File: config.mk
export PLATFORM = sky130hd
export DESIGN_NAME = syzygy_adc_lane_tx
export DESIGN_NICKNAME = d
export VERILOG_FILES = /design/src/rtl/syzygy_adc_lane_tx.sv
export SDC_FILE = /design/constraint.sdc
export NUM_CORES = 1
export LEC_CHECK = 0
export CAP_MARGIN = 20
export CORE_MARGIN = 2
export CORE_UTILIZATION = 60
export CTS_CLUSTER_SIZE = 28
export DETAILED_ROUTE_END_ITERATION = 10
export DONT_BUFFER_PORTS = 1
export GPL_ROUTABILITY_DRIVEN = 0
export PLACE_DENSITY = 0.82
export SLEW_MARGIN = 0
export SYNTH_ARGS = -nofsm -noshare
export SYNTH_HDL_FRONTEND = slang
export SYNTH_SLANG_ARGS = --single-unit
File: constraint.sdc
create_clock -name clk -period 2.1 [get_ports clk]
set_input_delay 0.105 -clock clk [delete_from_list [all_inputs] [get_ports clk]]
set_output_delay 0.105 -clock clk [all_outputs]
set_load 0.005 [all_outputs]
File: src/rtl/syzygy_adc_lane_tx.sv
// LTC2264-12 style transmit framer: 2 channels x 2 lanes, 16-bit serialization mode,
// emitting 4-bit words per divided clock for external 4:1 DDR output serializers.

package syzygy_adc_lane_tx_pkg;
  localparam int unsigned SAMPLE_W = 12;
  localparam int unsigned NIB_W    = 4;
  localparam int unsigned LANE_W   = 8;

  // One sample pair as carried on the input handshake and held in hold/tx
  typedef struct packed {
    logic [SAMPLE_W-1:0] ch1;
    logic [SAMPLE_W-1:0] ch2;
  } sample_pair_t;

  // Which half of the 8-bit lane frame goes out on the next edge
  typedef enum logic {
    PH_FIRST  = 1'b0,
    PH_SECOND = 1'b1
  } phase_t;
endpackage

module syzygy_adc_lane_tx
  import syzygy_adc_lane_tx_pkg::*;
#(
  parameter int unsigned UFLOW_W = 16
) (
  input  logic                clk,
  input  logic                reset,
  input  logic                enable,
  input  logic                pattern_sel,
  input  logic                s_valid,
  output logic                s_ready,
  input  logic [SAMPLE_W-1:0] s_ch1,
  input  logic [SAMPLE_W-1:0] s_ch2,
  output logic [NIB_W-1:0]    out_ch1a_nib,
  output logic [NIB_W-1:0]    out_ch1b_nib,
  output logic [NIB_W-1:0]    out_ch2a_nib,
  output logic [NIB_W-1:0]    out_ch2b_nib,
  output logic [NIB_W-1:0]    out_fr_nib,
  output logic [NIB_W-1:0]    out_dco_nib,
  input  logic                underflow_clear,
  output logic [UFLOW_W-1:0]  underflow_count
);

  localparam logic [NIB_W-1:0] FR_FIRST    = 4'b1111;
  localparam logic [NIB_W-1:0] FR_SECOND   = 4'b0000;
  localparam logic [NIB_W-1:0] DCO_PATTERN = 4'b1010;

  // Lane A carries the odd data bits, MSB first, padded with two zeros
  function automatic logic [LANE_W-1:0] lane_odd(input logic [SAMPLE_W-1:0] d);
    return {d[11], d[9], d[7], d[5], d[3], d[1], 2'b00};
  endfunction

  // Lane B carries the even data bits, MSB first, padded with two zeros
  function automatic logic [LANE_W-1:0] lane_even(input logic [SAMPLE_W-1:0] d);
    return {d[10], d[8], d[6], d[4], d[2], d[0], 2'b00};
  endfunction

  phase_t              phase_q,      phase_d;
  sample_pair_t        hold_q,       hold_d;
  logic                hold_valid_q, hold_valid_d;
  sample_pair_t        tx_q,         tx_d;
  logic [SAMPLE_W-1:0] ramp_q,       ramp_d;
  logic [UFLOW_W-1:0]  uflow_q,      uflow_d;
  logic [NIB_W-1:0]    ch1a_q, ch1a_d, ch1b_q, ch1b_d;
  logic [NIB_W-1:0]    ch2a_q, ch2a_d, ch2b_q, ch2b_d;
  logic [NIB_W-1:0]    fr_q,   fr_d,   dco_q,  dco_d;

  logic [LANE_W-1:0]   w_ch1a, w_ch1b, w_ch2a, w_ch2b;
  logic                accept_c;

  // Lane words of the sample currently being framed
  assign w_ch1a = lane_odd(tx_q.ch1);
  assign w_ch1b = lane_even(tx_q.ch1);
  assign w_ch2a = lane_odd(tx_q.ch2);
  assign w_ch2b = lane_even(tx_q.ch2);

  // Hold slot is free when empty or when it drains into tx on this edge; no accepts in reset
  assign s_ready  = ~reset & enable & ~pattern_sel & (~hold_valid_q | (phase_q == PH_SECOND));
  assign accept_c = s_valid & s_ready;

  // Next-state and next-output logic for the frame sequencer
  always_comb begin
    phase_d      = PH_FIRST;
    hold_d       = hold_q;
    hold_valid_d = hold_valid_q;
    tx_d         = tx_q;
    ramp_d       = ramp_q;
    uflow_d      = uflow_q;
    ch1a_d       = '0;
    ch1b_d       = '0;
    ch2a_d       = '0;
    ch2b_d       = '0;
    fr_d         = '0;
    dco_d        = '0;

    if (enable) begin
      dco_d = DCO_PATTERN;
      case (phase_q)
        PH_FIRST: begin
          ch1a_d  = w_ch1a[LANE_W-1 -: NIB_W];
          ch1b_d  = w_ch1b[LANE_W-1 -: NIB_W];
          ch2a_d  = w_ch2a[LANE_W-1 -: NIB_W];
          ch2b_d  = w_ch2b[LANE_W-1 -: NIB_W];
          fr_d    = FR_FIRST;
          phase_d = PH_SECOND;
        end
        PH_SECOND: begin
          ch1a_d  = w_ch1a[NIB_W-1:0];
          ch1b_d  = w_ch1b[NIB_W-1:0];
          ch2a_d  = w_ch2a[NIB_W-1:0];
          ch2b_d  = w_ch2b[NIB_W-1:0];
          fr_d    = FR_SECOND;
          phase_d = PH_FIRST;
          if (pattern_sel) begin
            tx_d.ch1 = ramp_q;
            tx_d.ch2 = ~ramp_q;
            ramp_d   = ramp_q + SAMPLE_W'(1);
          end else if (hold_valid_q) begin
            tx_d         = hold_q;
            hold_valid_d = 1'b0;
          end else if (uflow_q != {UFLOW_W{1'b1}}) begin
            uflow_d = uflow_q + UFLOW_W'(1);
          end
        end
        default: phase_d = PH_FIRST;
      endcase
    end

    // A fresh accept refills the slot after any drain above
    if (accept_c) begin
      hold_d.ch1   = s_ch1;
      hold_d.ch2   = s_ch2;
      hold_valid_d = 1'b1;
    end

    if (underflow_clear) begin
      uflow_d = '0;
    end
  end

  // State and output registers
  always_ff @(posedge clk) begin
    if (reset) begin
      phase_q      <= PH_FIRST;
      hold_q       <= '0;
      hold_valid_q <= 1'b0;
      tx_q         <= '0;
      ramp_q       <= '0;
      uflow_q      <= '0;
      ch1a_q       <= '0;
      ch1b_q       <= '0;
      ch2a_q       <= '0;
      ch2b_q       <= '0;
      fr_q         <= '0;
      dco_q        <= '0;
    end else begin
      phase_q      <= phase_d;
      hold_q       <= hold_d;
      hold_valid_q <= hold_valid_d;
      tx_q         <= tx_d;
      ramp_q       <= ramp_d;
      uflow_q      <= uflow_d;
      ch1a_q       <= ch1a_d;
      ch1b_q       <= ch1b_d;
      ch2a_q       <= ch2a_d;
      ch2b_q       <= ch2b_d;
      fr_q         <= fr_d;
      dco_q        <= dco_d;
    end
  end

  assign out_ch1a_nib    = ch1a_q;
  assign out_ch1b_nib    = ch1b_q;
  assign out_ch2a_nib    = ch2a_q;
  assign out_ch2b_nib    = ch2b_q;
  assign out_fr_nib      = fr_q;
  assign out_dco_nib     = dco_q;
  assign underflow_count = uflow_q;

endmodule

==> results.md <==
- Status: finished clean
- Routed length per placed instance: between 15 and 20 microns
- Antenna diodes: 0
- Die ar.: 0.00724 sq mm
- Maximum VDD drop: roughly 0.57 mV
- Cell area after synthesis: a little under 0.004 sq mm
- Non-Filler Instances: 543
- Num CTS Buffers: 9
- Setup Fix Bufs, Post-CTS: 0
- Tot GR Track Use: 24.5%
- Die width: about 85 microns
- Yosys top cell area share: 48.2%
- Max Freq: 562 MHz
- Post-DP HPWL: between 5 and 6 mm
- RSZ-0062 raised after global routing: false
- Synth top area cells: dfxtp_1 48%, mux2i_1 7.4%, nand2_1 6.6%, a21oi_1 5.2%, nor2_1 4.4%
- H-tree levels: 3
- Post_cts resized: 0
- CP Max Fanout: 7
- Hold path cells: 2
- Hold Path End: ramp_q[11]
- Area Growth Syn to Fin: 12.5%
- Total negative slack: 0 ns
- DRT Pass-1 Iters: 4
- Core area: 0.00635 sq mm
- Clock-pin slew on the worst setup and hold paths: about 0.09 ns
- Buffers on Ports: 0
- Combinational Power Share: under 10%
- Critical Path End Type: flip-flop
- Fin. max-slew vios: 0
- Commonest non-fill, non-tap cell in the layout: dfxtp_1
- # placed instances: 498
- Crit Path Category: flip-flop to flip-flop
- Setup Viol. Count Final: 0
- Clk network pwr share: around 37%
- Antenna violations before repair: 0
- Worst slew pin tran: around 0.50 ns
- Clock latency at the later pin of the worst-skew pair: ~0.36 ns
- First-pass GRT wire length: approximately 14 mm
- Final min period: 1.78 ns
- GRT overflow: 0
- Int Pwr: ~2500 uW
- Clk sinks: 95
- Synth Register Bits: 95
- Vias: about 3200
- Clk root buf: clkbuf_8
- Post-synth top flop: dfxtp_1
- Seq/Total Area, Yosys: just under 50%
- Relative slew slack: between 60% and 70%
- Post-Synthesis Cells: between 400 and 500
- CP max-delay cell: or3_1
- Net switching power figure: 761 uW
- CTS tree: built
- Vias in the first global route: 2945
- Reg2Reg Capture Point: underflow_count[12]
- Cell taking the most area after synthesis: dfxtp_1
- Hold-fix buffers, CTS: 28
- PwrDens: ~730 mW/mm^2
- Crit path DAT: 2.07 ns
- Setup Skew: 0.0119 ns
- Mean Syn Cell Area: approximately 8.8 sq um
- Reg-to-reg critical path startpoint: underflow_count[0]
- Flop2flop setup slack: between 0.3 and 0.4 ns
- Final Hold Viols: 0
- DRC: 0
- Max clock buf depth: 2
- Largest net degree at the start of global routing: 65
- Ports: just over 70
- Std-Cell Rows: 29
- Drt via density: 5.91
- Leakage: 0.00154 uW
- Max Cap Viol: 0
- Starting density of the core: ~62%
- Tightest Hold Check Type: input pin to flip-flop
- CP max stage delay: 0.42 ns
- Power share of the sequential group: a little under three fifths
- Period utilization: a little over four fifths
- Die Span Y: about 85 microns
- Number of nets with antenna violations after routing: 0
- Worst path required time: 2.39 ns
- Worst-case reg-to-reg path depth: 5
- HP Start: reset
- Crit path cell chain: ha_1, and4_1, o2111ai_1, or3_1, a21oi_1
- EDFF count, synth: 0
- Switching Share: a little under a quarter
- Most frequent cells in the layout: 95 x dfxtp_1, 69 x nand2_1, 46 x nor2_1
- Ys async rst share: 0%
- Share of layout cells above drive strength 1: between 6 and 7%
- Drt total wl: ~8.6 mm
- Final #Nets: between 400 and 500
- Cell variety after synth: 45
- Startpoint Class: flip-flop
- Yosys warns: 0
- Drt initial violations: 243
how the worst max path moves through the flow:
stage,end,slack [ns],start
floorplan,hold_q[0],0.40,out_fr_nib[2]
global placement,underflow_count[12],0.41,underflow_count[0]
detailed placement,underflow_count[12],0.36,underflow_count[0]
CTS,underflow_count[12],0.33,underflow_count[0]
global route,underflow_count[14],0.17,underflow_count[0]
finish,underflow_count[12],0.32,underflow_count[0]
critical path: cells and delay by family (launching register included):
| family | cells | cell delay, ns |
|---|---|---|
| fa+ha+maj | 1 | 0.26 |
| simple gates | 2 | 0.66 |
| compound gates | 2 | 0.40 |
| flops | 1 | 0.40 |
layer usage:
metal	track usage (%)	part of all wire, %
met5	0	0
met2	38.3	48
met1	33.8	44
met3	4.38	5.8
met4	9.96	2.2
stage by stage:
stage | util (%) | total power (uW) | instance area [sq um] | setup WS, ns | hold WS [ns]
after floorplan | - | 2020 | 3950 | 0.404 | 0.241
after global placement | 62.0 | 2010 | 3940 | 0.406 | 0.185
after detailed placement | 62.0 | 2020 | 3940 | 0.358 | 0.184
after CTS | 69.7 | 3250 | 4430 | 0.327 | 0.00117
after global routing | 69.9 | 3370 | 4440 | 0.173 | 0.000287
final | 69.9 | 3240 | 4440 | 0.320 | 0.00324
power groups by stage:
stage | combinational, uW | clock [uW] | sequential (uW)
6_report | 191 | 1200 | 1850
5_1_grt | 212 | 1300 | 1860
4_1_cts | 188 | 1210 | 1850
3_5_place_dp | 122 | 0 | 1890
3_3_place_gp | 118 | 0 | 1890
2_1_floorplan | 137 | 0 | 1890
kinds of logic after synthesis:
family	synth area share, %
flip-flops	48.2
multiplexers	7.65
other	0.0951
buffers and inverters	5.46
AO/OA/AOI/OAI	14.1
adder cells (fa/ha/maj)	0.634
XOR/XNOR	1.55
AND/OR/NAND/NOR	22.3
cell type report:
| type | count | area [sq um] |
|---|---|---|
| Multi-Input combinational cell | 308 | 1840 |
| Timing Repair Buffer | 37 | 368 |
| Tap cell | 77 | 96.3 |
| Inverter | 10 | 37.5 |
| Clock inverter | 6 | 67.6 |
| Fill cell | 488 | 1910 |
| Sequential cell | 95 | 1900 |
| Clock buffer | 10 | 128 |
state kept, by name, summed over array words and instances, names as in the netlist:
signal	flops
hold_q	24
tx_q	24
underflow_count	16
ramp_q	12
out_ch1a_nib	4
out_ch1b_nib	4
out_ch2a_nib	4
out_ch2b_nib	4
hold_valid_q	1
out_dco_nib	1
out_fr_nib	1
cells in the mapped netlist (5+ instances only):
cell,number
a211oi_1,20
nor2_1,46
a21oi_1,41
or4_1,7
inv_1,10
nand2_1,69
buf_4,8
mux2i_1,29
nand4_1,8
o21ai_0,8
clkbuf_1,20
or3_1,9
dfxtp_1,95
nor4_1,5
and2_1,9
o31ai_1,6
nand3_1,6
No activity file was read; power rests on OpenSTA's default activity.
